`src/rtl/memory_unit_if.sv`:
```
// CPU request/response bus and loader handshake for memory_unit.
// master = CPU / loader side, slave = the RAM.
interface memory_unit_if #(
   parameter int ADDR_WIDTH = 6,
   parameter int DATA_WIDTH = 8
);
   logic [ADDR_WIDTH+DATA_WIDTH:0] memory_in;
   logic [DATA_WIDTH-1:0]          memory_out;
   logic                           ready;
   logic                           load_valid;
   logic                           load_ready;
   logic [ADDR_WIDTH-1:0]          load_addr;
   logic [DATA_WIDTH-1:0]          load_data;

   modport master (
      output memory_in,
      output load_valid,
      output load_addr,
      output load_data,
      input  memory_out,
      input  ready,
      input  load_ready
   );

   modport slave (
      input  memory_in,
      input  load_valid,
      input  load_addr,
      input  load_data,
      output memory_out,
      output ready,
      output load_ready
   );
endinterface

```
`src/rtl/memory_unit.sv`:
```
// Byte-wide synchronous RAM with CPU request bus, loader port
// and a reset-time clear sequencer.
module memory_unit #(
   parameter int ADDR_WIDTH     = 6,
   parameter int DATA_WIDTH     = 8,
   parameter int CLEAR_ON_RESET = 1
) (
   input  logic          clk,
   input  logic          rst,
   memory_unit_if.slave  bus
);
   localparam int DEPTH = 2 ** ADDR_WIDTH;
   localparam int WE    = ADDR_WIDTH + DATA_WIDTH;

   typedef enum logic {CLEAR, RUN} state_t;

   state_t                state;
   logic [DATA_WIDTH-1:0] mem [DEPTH];
   logic [ADDR_WIDTH-1:0] clear_cnt;
   logic [DATA_WIDTH-1:0] memory_out;
   logic                  ready;

   logic [ADDR_WIDTH-1:0] rd_addr;
   logic [ADDR_WIDTH-1:0] wr_addr;
   logic [DATA_WIDTH-1:0] wr_data;
   logic                  cpu_wr;
   logic                  ld_wr;
   logic                  wr_en;
   logic                  load_ready;

   assign rd_addr    = bus.memory_in[WE-1:DATA_WIDTH];
   assign cpu_wr     = ready & bus.memory_in[WE];
   // CPU write has priority; the loader simply stalls that cycle
   assign load_ready = ready & ~bus.memory_in[WE];
   assign ld_wr      = bus.load_valid & load_ready;
   assign wr_en      = cpu_wr | ld_wr;
   assign wr_addr    = cpu_wr ? rd_addr : bus.load_addr;
   assign wr_data    = cpu_wr ? bus.memory_in[DATA_WIDTH-1:0]
                              : bus.load_data;

   assign bus.memory_out = memory_out;
   assign bus.ready      = ready;
   assign bus.load_ready = load_ready;

   always_ff @(posedge clk) begin
      if (rst) begin
         state      <= (CLEAR_ON_RESET != 0) ? CLEAR : RUN;
         ready      <= 1'b0;
         clear_cnt  <= '0;
         memory_out <= '0;
      end else begin
         unique case (state)
            CLEAR: begin
               mem[clear_cnt] <= '0;
               clear_cnt      <= clear_cnt + 1'b1;
               memory_out     <= '0;
               if (clear_cnt == ADDR_WIDTH'(DEPTH - 1)) begin
                  state <= RUN;
                  ready <= 1'b1;
               end
            end
            RUN: begin
               ready <= 1'b1;
               if (wr_en)
                  mem[wr_addr] <= wr_data;
               // write-first: a same-edge write to the read address is forwarded
               if (!ready)
                  memory_out <= '0;
               else if (wr_en && wr_addr == rd_addr)
                  memory_out <= wr_data;
               else
                  memory_out <= mem[rd_addr];
            end
         endcase
      end
   end
endmodule

```
`src/flat_wrapper.sv`:
```
// flat-port wrapper written by rule: the top's interface ports become plain ports
module memory_unit_flat 
#(
   parameter int ADDR_WIDTH     = 6,
   parameter int DATA_WIDTH     = 8,
   parameter int CLEAR_ON_RESET = 1
)
  (clk, rst, bus_memory_in, bus_load_valid, bus_load_addr, bus_load_data, bus_memory_out, bus_ready, bus_load_ready);
  memory_unit_if #(.ADDR_WIDTH(ADDR_WIDTH), .DATA_WIDTH(DATA_WIDTH)) bus_i ();
  input  logic clk;
  input  logic rst;
  input wire logic [$bits(bus_i.memory_in)-1:0] bus_memory_in;
  input wire logic [$bits(bus_i.load_valid)-1:0] bus_load_valid;
  input wire logic [$bits(bus_i.load_addr)-1:0] bus_load_addr;
  input wire logic [$bits(bus_i.load_data)-1:0] bus_load_data;
  output wire logic [$bits(bus_i.memory_out)-1:0] bus_memory_out;
  output wire logic [$bits(bus_i.ready)-1:0] bus_ready;
  output wire logic [$bits(bus_i.load_ready)-1:0] bus_load_ready;
  assign bus_i.memory_in = bus_memory_in;
  assign bus_i.load_valid = bus_load_valid;
  assign bus_i.load_addr = bus_load_addr;
  assign bus_i.load_data = bus_load_data;
  assign bus_memory_out = bus_i.memory_out;
  assign bus_ready = bus_i.ready;
  assign bus_load_ready = bus_i.load_ready;
  memory_unit #(.ADDR_WIDTH(ADDR_WIDTH), .DATA_WIDTH(DATA_WIDTH), .CLEAR_ON_RESET(CLEAR_ON_RESET)) u_core (.clk(clk), .rst(rst), .bus(bus_i));
endmodule
```
`config.mk`:
```
export PLATFORM = sky130hd
export DESIGN_NAME = memory_unit_flat
export DESIGN_NICKNAME = d
export VERILOG_FILES = /design/src/rtl/memory_unit_if.sv /design/src/rtl/memory_unit.sv /design/src/flat_wrapper.sv
export SDC_FILE = /design/constraint.sdc
export NUM_CORES = 1
export LEC_CHECK = 0
export BUFFER_PORTS_ARGS = -buffer_cell sky130_fd_sc_hd__buf_2
export CORE_ASPECT_RATIO = 1.5
export CORE_UTILIZATION = 45
export DETAILED_ROUTE_END_ITERATION = 7
export GPL_TIMING_DRIVEN = 0
export PLACE_DENSITY_LB_ADDON = 0.15
export SYNTH_ARGS = -nofsm -noshare
export SYNTH_HDL_FRONTEND = slang
export SYNTH_SLANG_ARGS = --single-unit
```
`constraint.sdc`:
```
create_clock -name clk -period 3.1 [get_ports clk]
set_input_delay 0.465 -clock clk [delete_from_list [all_inputs] [get_ports clk]]
set_output_delay 0.465 -clock clk [all_outputs]
set_load 0.02 [all_outputs]
```
Word level (Yosys, flattened, before mapping)
Memories as Yosys holds them, arrays and structs flattened. Index checks and enable logic that the tools add are counted.

Flip-flop bits (word level): 16. Bits in read-only memories: 0. Output and inout bits: 10. Word-level logic and storage cells: 36. Input bits: 32. Memories: 1. Bits in writable memories: 512. Latch bits: 0.

Memories: u_core.mem (depth 64, bits a word 8, rd ports 1, clocked after memory_dff 0, wr ports 1, RTL line memory_unit.sv:18) `logic [DATA_WIDTH-1:0] mem [DEPTH];`.

Bitwise gates (word level): 6. Multiplexer cells: 19. Add/subtract/negate cells: 1. Equality and inequality tests: 3. $mul: 0. Reduce and logical (&&, ||, !) cells: 2. Magnitude comparators: 0. Divide/modulo/power cells: 0. Shift operators: 0.

Operators by type and width (count): 8-bit 2-to-1 mux (4); 8-bit case mux with 2 select lines (1); 6-bit 2-to-1 mux (2); 1-bit 2-to-1 mux (11); 8-bit OR reduction (1); 6-bit by 1-bit adder with 6-bit output (second input constant) (1); 6-bit == test (1); 6-bit == test (second input constant) (1); 1-bit AND (3); 2-bit by 1-bit != test with 1-bit output (second input constant) (1); 1-bit NOT (2); 1-bit case mux with 2 select lines (1); 1-bit logical AND (1); 1-bit OR (1).

Logic depth before layout (Yosys ltp)
Gate-level depths: netlist of run 1.

Depth after elaboration: 10. Gate-level depth with buffers: 10.

Worst setup path before layout of run 1
Ideal clock, no wire load.

Path kind: in2reg. Start point: input port rst. End point: memory u_core.mem[0][0] (data pin). Path buffers: 2. Setup slack: -0.171 ns. Data required time: 2.601 ns. Stages on the path: 5. Arrival: 2.772 ns. Path through: buf_4 and3b_1 o21ai_0 clkbuf_1 nor2_1.

Longest elaborated chain between the ends: 4.

RTL lines: start: declaration (RTL line flat_wrapper.sv:11) `input logic rst;`; 1-bit 2-to-1 mux (RTL line memory_unit.sv:46) `if (rst) begin`; 1-bit 2-to-1 mux (implied by the code) (RTL line memory_unit.sv:65) `mem[wr_addr] <= wr_data;`; 8-bit OR reduction (no source line); 8-bit 2-to-1 mux (no source line); end: declaration (RTL line memory_unit.sv:18).

No other way between the ends.

Worst setup path in the final report of run 1
Start point: input port bus_memory_in[9]. End point: memory u_core.mem[23][2] (enable).

Longest elaborated chain between the ends: 2.

RTL lines: start: declaration (RTL line flat_wrapper.sv:12) `input wire logic [$bits(bus_i.memory_in)-1:0] bus_memory_in;`; 6-bit 2-to-1 mux (RTL line memory_unit.sv:37) `assign wr_addr = cpu_wr ? rd_addr : bus.load_addr;`; 6-bit 2-to-1 mux (no source line).

No other way between the ends.

==> results of run 1 <==
per-stage QoR:
stage / setup TNS [ns] / cell area (sq um) / hold slack, ns / utilization, %
after global placement: -1441.79 / 21900 / 0.5295 / 47.73
after global routing: -39.10 / 24060 / 0.1780 / 52.44
after CTS: -21.29 / 23740 / 0.1694 / 51.73
after floorplan: -87.44 / 20970 / 0.5005 / -
after detailed placement: -247.58 / 22130 / 0.5377 / 48.22
final: -6.447 / 24060 / 0.1889 / 52.44
layer usage:
metal  share of wire (%)  vias to the layer above  wire, um
met4                 3.8                        0      1964
met5                   0                        -         0
li1                    -                     4703         -
met1                  38                     5546     19360
met3                 4.4                       91      2251
met2                  54                      326     27580
placed cells by master, fill, tap and decap left out, types with 6 or more instances in the layout:
| cell | netlist | layout |
|---|---|---|
| clkinv_2 | 0 | 12 |
| clkinv_1 | 0 | 7 |
| dfxtp_1 | 16 | 16 |
| mux2_2 | 29 | 29 |
| buf_12 | 0 | 10 |
| a22oi_1 | 42 | 42 |
| mux4_2 | 97 | 97 |
| nand2_1 | 54 | 54 |
| a21oi_1 | 18 | 18 |
| nor2_4 | 0 | 36 |
| o221ai_1 | 8 | 8 |
| nor2b_1 | 15 | 15 |
| o2111ai_1 | 7 | 7 |
| clkbuf_1 | 17 | 24 |
| buf_2 | 28 | 66 |
| inv_1 | 6 | 6 |
| o21ai_0 | 6 | 6 |
| o211ai_1 | 10 | 10 |
| buf_4 | 5 | 11 |
| nand3_1 | 19 | 18 |
| clkbuf_16 | 0 | 49 |
| edfxtp_1 | 512 | 512 |
| nor2_2 | 8 | 36 |
| nor2_1 | 81 | 17 |
| mux2i_1 | 54 | 54 |
| nand3b_1 | 6 | 6 |
| xnor2_1 | 7 | 7 |
final cells by class:
type / count / area [sq um]
Fill cell: 3641 / 21820
Sequential cell: 528 / 15700
Multi-Input combinational cell: 512 / 5323
Clock buffer: 57 / 1256
Tap cell: 588 / 735.7
Timing Repair Buffer: 55 / 462.9
Clock inverter: 30 / 290.3
Buffer: 55 / 276.5
Inverter: 6 / 22.52
power breakdown:
group	switching, mW	total (mW)	internal, mW
Combinational	0.346	0.534	0.188
Sequential	0.00858	7.73	7.73
Clock	2.54	5.87	3.33
Total	2.90	14.1	11.2
registers in the layout, indices dropped and copies added, names as in the netlist:
register,count
u_core.bus.memory_out,8
u_core.bus.ready,1
u_core.clear_cnt,6
u_core.mem,512
u_core.state,1
critical path, cell delays in order:
cell     delay, ns
buf_2         0.24
buf_6         0.26
buf_4         0.35
inv_1         0.26
o21ai_0       0.44
a32o_1        0.21
nand2_1       0.51
nor2_2        0.65
repair_timing:
action	CTS	global route
setup endpoints to repair	388	443
gates resized for setup	26	60
pin swaps	0	5
buffers inserted	0	9
path summary, 6_finish.rpt:
check,end,slack [ns],depth (start not counted)
max reg2reg,u_core.mem[17][3]$_DFFE_PP_,-0.08,7
min reg2reg,u_core.clear_cnt[5]$_SDFFE_PP0N_,0.56,2
max,u_core.mem[23][2]$_DFFE_PP_,-0.13,8
min,u_core.bus.ready$_SDFFE_PP0P_,0.19,2
cells by family (layout without fill, tap and decap cells):
kind of cell | after synthesis | after routing
buffers and inverters | 62 | 203
xor gates and xnor gates | 10 | 10
DFF | 528 | 528
and+or+nand+nor | 205 | 205
adders and majority gates | 1 | 1
muxes | 183 | 183
AOI/OAI and AO/OA | 113 | 113
==> flow_summary.toml, run 1 <==
[outcome]
status = "finished, violations left"
violations = "setup timing"

[synthesis]
synth_ff_type = "edfxtp_1"
postSynthCellCount = 1102
yosysTopAreaCellShare_pct = 73.30
synth_seq_area_share_pct = 74.83
synth_top_family_by_area = "multiplexers"
synth_fa_ha_area_share_pct = 0.05966
yosys.area_share.simple_pct = 4.528
synth.mux.area_fraction_pct = 14.79
syn_area_sq_um = 20970
async_flop_share_pct = 0
synth_compound_area_share_pct = 3.937
synth_edf_count = 512
syn_nets = 1135
yosysMostFrequentCell = "edfxtp_1"
synth.avg_cell_area_sq_um = 19.03
synth_top_area_cell = "edfxtp_1"
ys_types = 53
synthTopCellsByCount = "edfxtp_1, mux4_2, nor2_1"
ys_ff_latch = 528
yosysWarnings = 0
synth-xor-area-share_pct = 0.4176
synth.area.top_cells = "edfxtp_1, mux4_2, mux2i_1, mux2_2, dfxtp_1"

[placement]
dp_hpwl_um = 34450
dp_slack_ns = -0.7685
placed_cells = 1736
port_buffers = 38
gp_congestion = 0.8755

[timing]
worst_pin_slew_ns = 1.026
fin_skew_ns = 0.01381
setup_viol = 135
report.final.hold_viol_count = 0
drv_slew = 0
fin_crit_sh_pct = 104.2
rsz0062_at_grt = "yes"
fin_ws_ns = -0.1308
relSlewSlack_pct = 31.60
fmax_mhz = 309.5
min_period_ns = 3.231

[finish]
finalNetCount = 1239
stdcell_count = 1831
layout-drive-gt1-share_pct = 29.53
antenna_cells = 0
area_delta_synth_final_pct = 14.72

[critical_path]
crit_type = "input pin to register"
crit_path_start = "bus_memory_in[9]"
required_ns = 3.29
critPathLaunchType = "input pin"
cp.arrival_ns = 3.43
endpoint_kind = "register"
r2r_start = "u_core.bus.ready$_SDFFE_PP0P_"
worstPathMaxFanout = 10

[flow_run]
drv_cap = 0

[die]
die_area_sq_um = 47490
die_y_um = 266.4
start_util_pct = 45.71
num_rows = 96
fp.dieW_um = 178.3
io_pins = 42
core_sq_um = 45880

[clock_network]
cts_tree = "yes"
clkSlewWorstSetupHoldPaths_ns = 0.06
h-tree-depth = 2
clock_path_buffers = 3
cts_buffers = 48
cts_root_buffer = "clkbuf_16"
cts_hold_buf = 0
clock_sinks = 528
clkLatencyLatePin_ns = 0.56

[power_and_ir_drop]
power_mw = 14.14
ir_drop_v = 0.0003675
power.density_nw_per_um2 = 587.6
total_leakage_power_nw = 7.573

[global_route]
grt_pass1_wl_um = 74110
grt_use_met1_pct = 27.15
antenna_found_initial = 0
grt_pass1_vias = 11020
grt_max_degree = 41
grt.busiest_layer = "met2"
grt_util_all_layers_pct = 22.12
grt_util_met2_pct = 40.01
met3_usage_pct = 2.336
gr-total-overflow = 0

[detailed_routing]
firstDrtPassIters = 5
ant_nets = 0
drc_errors = 0
drt_iter0_drc = 917
via_per_inst = 5.825
wl_um = 51150
wire_per_inst_um = 27.94
vias = 10670

[min_path]
worstHoldStart = "rst"
hold_class = "input pin to register"
Power figures use the tool's default switching activity.
==> run 2, diff against run 1 <==
--- a/config.mk
+++ b/config.mk
@@ -5,11 +5,11 @@
 export SDC_FILE = /design/constraint.sdc
 export NUM_CORES = 1
 export LEC_CHECK = 0
+export ABC_AREA = 1
 export BUFFER_PORTS_ARGS = -buffer_cell sky130_fd_sc_hd__buf_2
 export CORE_ASPECT_RATIO = 1.5
 export CORE_UTILIZATION = 45
 export DETAILED_ROUTE_END_ITERATION = 7
-export GPL_TIMING_DRIVEN = 0
 export PLACE_DENSITY_LB_ADDON = 0.15
 export SYNTH_ARGS = -nofsm -noshare
 export SYNTH_HDL_FRONTEND = slang
==> run 2 against run 1 <==
  * The run now ends clean
  * Sequential power about the same
  * Synthesized area increased by 5.0%
  * Register-to-register slack better by 0.55 ns
  * Synthesized cell count is 77% higher
  * Cell count is 47% higher
  * Power fell by 1.9%
  * Via count up 36%
  * Critical endpoint is now u_core.mem[11][1]$_DFFE_PP_
  * First-iteration DRC count up 38%
==> flow_summary.toml, run 2 <==
[outcome]
status = "completed"

[detailed_routing]
wl_um = 58440
ant_nets = 0
vias = 14510
drc_errors = 0
wire_per_inst_um = 21.77
drt_iter0_drc = 1266
via_per_inst = 5.405
firstDrtPassIters = 6

[critical_path]
worstPathCellList = "inv_2 -> nor2_4 -> o211ai_4 -> o21ai_4 -> inv_2 -> nor2_2 -> nand3_2 -> buf_4 -> nor2_1"
crit_type = "register to register"
cp.arrival_ns = 2.83
rr_worst_depth = 9
required_ns = 3.30
reg2reg_to = "u_core.mem[11][1]$_DFFE_PP_"
cpMaxStageDelayCell = "nor2_1"
r2r_start = "u_core.bus.ready$_SDFFE_PP0P_"
endpoint_kind = "register"
worst_path_most_repeated_cell = "inv_2"
critPathLaunchType = "register"
crit_path_max_incr_delay_ns = 0.58
worstPathMaxFanout = 9
rrSetupSlack_ns = 0.47

[synthesis]
yosysTopAreaCellShare_pct = 69.82
synth_edf_count = 512
postSynthCellCount = 1954
synth_top_family_by_area = "simple AND/OR/NAND/NOR gates"
async_flop_share_pct = 0
synth_compound_area_share_pct = 1.057
synth.area.top_cells = "edfxtp_1, nand2_1, nand3_1, dfxtp_1, nor2_1"
yosysWarnings = 0
synth-xor-area-share_pct = 0
ys_ff_latch = 528
synth_ff_type = "edfxtp_1"
synth.mux.area_fraction_pct = 0.3636
ys_types = 36
synth.avg_cell_area_sq_um = 11.27
yosysMostFrequentCell = "nand2_1"
synth_top_area_cell = "edfxtp_1"
syn_nets = 1987
yosys.area_share.simple_pct = 24.35
syn_area_sq_um = 22020
synth_fa_ha_area_share_pct = 0.05682
synthTopCellsByCount = "nand2_1, edfxtp_1, nand3_1"
synth_seq_area_share_pct = 71.27

[finish]
seq_area_sq_um = 15700
layout-drive-gt1-share_pct = 10.91
final_common_cell = "nand2_1"
largest_reg_flops = 512
area_delta_synth_final_pct = 12.21
fillCellCount = 4243
antenna_cells = 0
finalNetCount = 2034
reg_top3 = "u_core.mem (512), u_core.bus.memory_out (8), u_core.clear_cnt (6)"
mostFrequentLayoutCells = "nand2_1, edfxtp_1, nand3_1"
multi_input_area_sq_um = 5748
regMostFlops = "u_core.mem"

[clock_network]
ctsResizeCount = 0
clkSlewWorstSetupHoldPaths_ns = 0.07
cts_hold_buf = 0
cts_tree = "yes"
clkLatencyLatePin_ns = 0.56
cts_root_buffer = "clkbuf_16"
cts_buffers = 47
clock_path_buffers = 3
h-tree-depth = 2
clock_sinks = 528
cts_setup_buffers = 0

[min_path]
worstHoldEndpoint = "u_core.state$_SDFF_PP0_"
hold_class = "input pin to register"
worstHoldStart = "rst"
whs_path_depth = 2

[placement]
dp_hpwl_um = 36020
dp_slack_ns = 0.1737
gp_congestion = 0.8600
port_buffers = 41

[power_and_ir_drop]
power.density_nw_per_um2 = 561.5
power_mw = 13.88
ir_drop_v = 0.0004758
total_leakage_power_nw = 9.599

[timing]
worst_pin_slew_ns = 0.9751
fin_skew_ns = 0.009193
setup_viol = 0
drv_slew = 0
fmax_mhz = 379.8
relSlewSlack_pct = 34.84
rsz0062_at_grt = "no"
setup-tns-final_ns = 0
fin_crit_sh_pct = 84.93
min_period_ns = 2.633
report.final.hold_viol_count = 0
fin_ws_ns = 0.4670

[flow_run]
drv_cap = 0

[die]
die_area_sq_um = 49840
num_rows = 98
core_sq_um = 47940
die_y_um = 272.9
io_pins = 42
fp.dieW_um = 182.6
start_util_pct = 45.93

[global_route]
grt_pass1_wl_um = 88100
grt_util_all_layers_pct = 24.01
grt_max_degree = 167
gr-total-overflow = 0
grt_pass1_vias = 14550
antenna_found_initial = 1
-- run 2: area by class of cell --
type	count	share of cell area [%]
repair buffers	113	3.762
well taps	650	3.291
clock buffers	59	4.942
multi-input cells	1275	23.26
clock inverters	23	0.6380
flip-flops and latches	528	63.52
inverters	36	0.5874
-- run 2: worst max-delay path: cells and delay by family, from the launching register on --
family                 cells  cell delay (ns)
DFF                        1             0.40
buffers and inverters      3             0.43
AOI/OAI and AO/OA          2             0.43
and+or+nand+nor            4             0.99
-- run 2: cell families after synthesis --
| group | Yosys count |
|---|---|
| mux | 8 |
| fa+ha+maj | 1 |
| simple gates | 1233 |
| compound gates | 33 |
| buf+inv | 151 |
| flops | 528 |
-- run 2: where the power goes --
part	internal (mW)	leakage (nW)	total, mW	switching, mW
clock	2.94	0.666	5.42	2.48
sequential	7.73	5.85	7.73	0.00802
combinational	0.195	3.08	0.717	0.521
-- run 2: worst max-delay path by stage --
| stage | from | to | slack, ns | cells after the start |
|---|---|---|---|---|
| 5_1_grt | u_core.bus.ready$_SDFFE_PP0P_ | u_core.mem[11][1]$_DFFE_PP_ | 0.31 | 9 |
| 3_3_place_gp | bus_memory_in[14] | u_core.mem[16][6]$_DFFE_PP_ | 0.22 | 8 |
| 6_report | u_core.bus.ready$_SDFFE_PP0P_ | u_core.mem[11][1]$_DFFE_PP_ | 0.47 | 9 |
| 4_1_cts | u_core.bus.ready$_SDFFE_PP0P_ | u_core.mem[51][3]$_DFFE_PP_ | 0.46 | 9 |
| 3_5_place_dp | bus_memory_in[14] | u_core.mem[51][3]$_DFFE_PP_ | 0.17 | 9 |
| 2_1_floorplan | rst | u_core.mem[0][0]$_DFFE_PP_ | -0.01 | 5 |
-- run 2: per-layer routing --
layer	GRT usage [%]	share of wire, %	vias up
li1	-	-	6898
met1	28.70	38	6993
met2	42.80	52	474
met3	2.612	4.6	139
met4	12.12	5.1	2
met5	0	0.022	-
-- run 2: stage by stage --
stage	cells	util (%)	hold slack [ns]	area, sq um
3_3_place_gp	2602	48.66	0.5024	23330
2_1_floorplan	1954	-	0.4745	22020
6_report	2684	51.54	0.2281	24710
3_5_place_dp	2602	48.66	0.5179	23330
5_1_grt	2684	51.54	0.2570	24710
4_1_cts	2684	51.54	0.2017	24710
==> run 3, diff against run 2 <==
==> constraint.sdc (replaced) <==
create_clock -name clk -period 2.65 [get_ports clk]
set_input_delay 0.3975 -clock clk [delete_from_list [all_inputs] [get_ports clk]]
set_output_delay 0.3975 -clock clk [all_outputs]
set_load 0.02 [all_outputs]
==> run 3 against run 2 <==
  * Largest cell class unchanged
  * Register-to-register slack worse by 0.28 ns
  * Fmax rose by 6.9%
  * Wire length up 0.65%
  * Highest routed layer unchanged
  * Clock-buffer cell count rose by 2
  * Global-route usage about the same
  * Combinational power grew 23%
==> flow_summary.toml, run 3 (synthesized netlist as in run 2, its figures left out) <==
[clock_network]
cts_root_buffer = "clkbuf_16"
cts_hold_buf = 0
clock_path_buffers = 3
h-tree-depth = 2
cts_buffers = 49
clock_sinks = 528
clkLatencyLatePin_ns = 0.58
clkSlewWorstSetupHoldPaths_ns = 0.06
cts_tree = "yes"

[finish]
stdcell_count = 2728
finalNetCount = 2072
antenna_cells = 0
fillCellCount = 4172
largest_reg_flops = 512
reg_top3 = "u_core.mem (512), u_core.bus.memory_out (8), u_core.clear_cnt (6)"
multi_input_area_sq_um = 5781
area_delta_synth_final_pct = 14.81
seq_area_sq_um = 15700
layout-drive-gt1-share_pct = 13.72
regMostFlops = "u_core.mem"
mostFrequentLayoutCells = "nand2_1, edfxtp_1, nand3_1"
final_common_cell = "nand2_1"

[global_route]
grt.busiest_layer = "met2"
gr-total-overflow = 0
grt_pass1_vias = 14660
antenna_found_initial = 1
grt_pass1_wl_um = 88400
grt_use_met1_pct = 28.85
grt_util_all_layers_pct = 24.00
met3_usage_pct = 2.759
grt_max_degree = 140
grt_util_met2_pct = 42.83

[placement]
port_buffers = 41
gp_congestion = 0.8650
placed_cells = 2638
dp_hpwl_um = 36710

[detailed_routing]
wire_per_inst_um = 21.56
ant_nets = 0
drt_iter0_drc = 1274
wl_um = 58820
vias = 14810
firstDrtPassIters = 5
via_per_inst = 5.429
drc_errors = 0

[critical_path]
reg2reg_to = "u_core.mem[22][5]$_DFFE_PP_"
critPathLaunchType = "register"
rr_worst_depth = 8
crit_type = "register to register"
worstPathMaxFanout = 9
required_ns = 2.86
r2r_start = "u_core.bus.ready$_SDFFE_PP0P_"
cpMaxStageDelayCell = "nor2_1"
crit_path_max_incr_delay_ns = 0.53
rrSetupSlack_ns = 0.19
endpoint_kind = "register"
path_buf_inv = 3
cp_top_family = "simple AND/OR/NAND/NOR gates"
cp.arrival_ns = 2.68
worstPathCellList = "inv_2 -> nor2_4 -> o211ai_4 -> buf_4 -> o21ai_2 -> nand4_2 -> buf_12 -> nor2_1"

[min_path]
hold_class = "input pin to register"
worstHoldStart = "rst"
whs_path_depth = 3
worstHoldEndpoint = "u_core.clear_cnt[1]$_SDFFE_PP0N_"

[power_and_ir_drop]
power.density_nw_per_um2 = 668.3
power_mw = 16.90
total_leakage_power_nw = 9.919
ir_drop_v = 0.0005284

[timing]
fin_crit_sh_pct = 92.98
fmax_mhz = 405.8
min_period_ns = 2.464
drv_slew = 0
rsz0062_at_grt = "no"
worst_pin_slew_ns = 0.8675
relSlewSlack_pct = 42.17
setup_viol = 0
fin_skew_ns = 0.01687
report.final.hold_viol_count = 0

[die]
fp.dieW_um = 182.6
die_y_um = 272.9
start_util_pct = 45.93
num_rows = 98
core_sq_um = 47940
io_pins = 42
die_area_sq_um = 49840

[outcome]
status = "completed"

[flow_run]
drv_cap = 0
-- run 3: cell count changes in the layout (fill, tap and decap cells not counted), moves of 2 or more --
cell,change
clkbuf_8,+5
clkinv_2,+6
clkbuf_1,-7
nor2_2,+10
nor2_1,-10
clkbuf_16,+4
clkinv_8,+2
clkinv_1,-2
buf_4,+32
buf_12,+4
-- run 3: worst max-delay path by stage --
stage,endpoint,start,depth (start not counted),slack (ns)
5_1_grt,u_core.mem[3][4]$_DFFE_PP_,u_core.bus.ready$_SDFFE_PP0P_,9,0.02
2_1_floorplan,u_core.mem[0][0]$_DFFE_PP_,u_core.bus.ready$_SDFFE_PP0P_,5,-0.41
3_3_place_gp,u_core.mem[20][1]$_DFFE_PP_,bus_memory_in[14],9,-0.1
6_report,u_core.mem[22][5]$_DFFE_PP_,u_core.bus.ready$_SDFFE_PP0P_,8,0.19
4_1_cts,u_core.mem[55][2]$_DFFE_PP_,u_core.bus.ready$_SDFFE_PP0P_,9,0.008
3_5_place_dp,u_core.mem[20][1]$_DFFE_PP_,bus_memory_in[14],9,-0.18
-- run 3: tightest hold or removal path, cell delays in order --
cell     delay [ns]
buf_2          0.12
buf_4          0.17
a21oi_1        0.05
-- run 3: per-stage QoR --
step                      instance area [sq um]  utilization [%]  hold WS, ns  worst slack (ns)  setup TNS, ns
after global placement                    23650            49.33       0.5074          -0.09822         -3.101
after CTS                                 25260            52.69       0.1824          0.007781              0
after global routing                      25280            52.74       0.2016           0.01672              0
after floorplan                           22020                -       0.4745           -0.4097        -209.76
final                                     25280            52.74       0.2067            0.1860              0
after detailed placement                  23650            49.33       0.5318           -0.1821         -7.868
-- run 3: final cells by class --
| type | instances | area share [%] |
|---|---|---|
| Inverter | 36 | 0.5741 |
| Tap cell | 650 | 3.217 |
| Timing Repair Buffer | 149 | 4.944 |
| Clock buffer | 61 | 5.394 |
| Sequential cell | 528 | 62.08 |
| Clock inverter | 29 | 0.9304 |
| Multi-Input combinational cell | 1275 | 22.86 |
-- run 3: report_power, final --
part,switching (mW),internal [mW],leakage (nW),total (mW)
Clock,3.03,3.94,0.791,6.97
Combinational,0.619,0.260,3.28,0.879
Sequential,0.0102,9.04,5.85,9.05
-- run 3: what timing repair did --
item,4_1_cts,5_1_grt
endpoints found under the setup margin,32,80
resized for setup,4,7
setup buffers,0,0
hold endpoints to repair,0,0
-- run 3: per-layer routing --
layer,vias to the layer above,wire length [um]
met1,7256,22820
met5,-,13
met3,116,2719
met4,2,2416
li1,6996,-
met2,440,30850
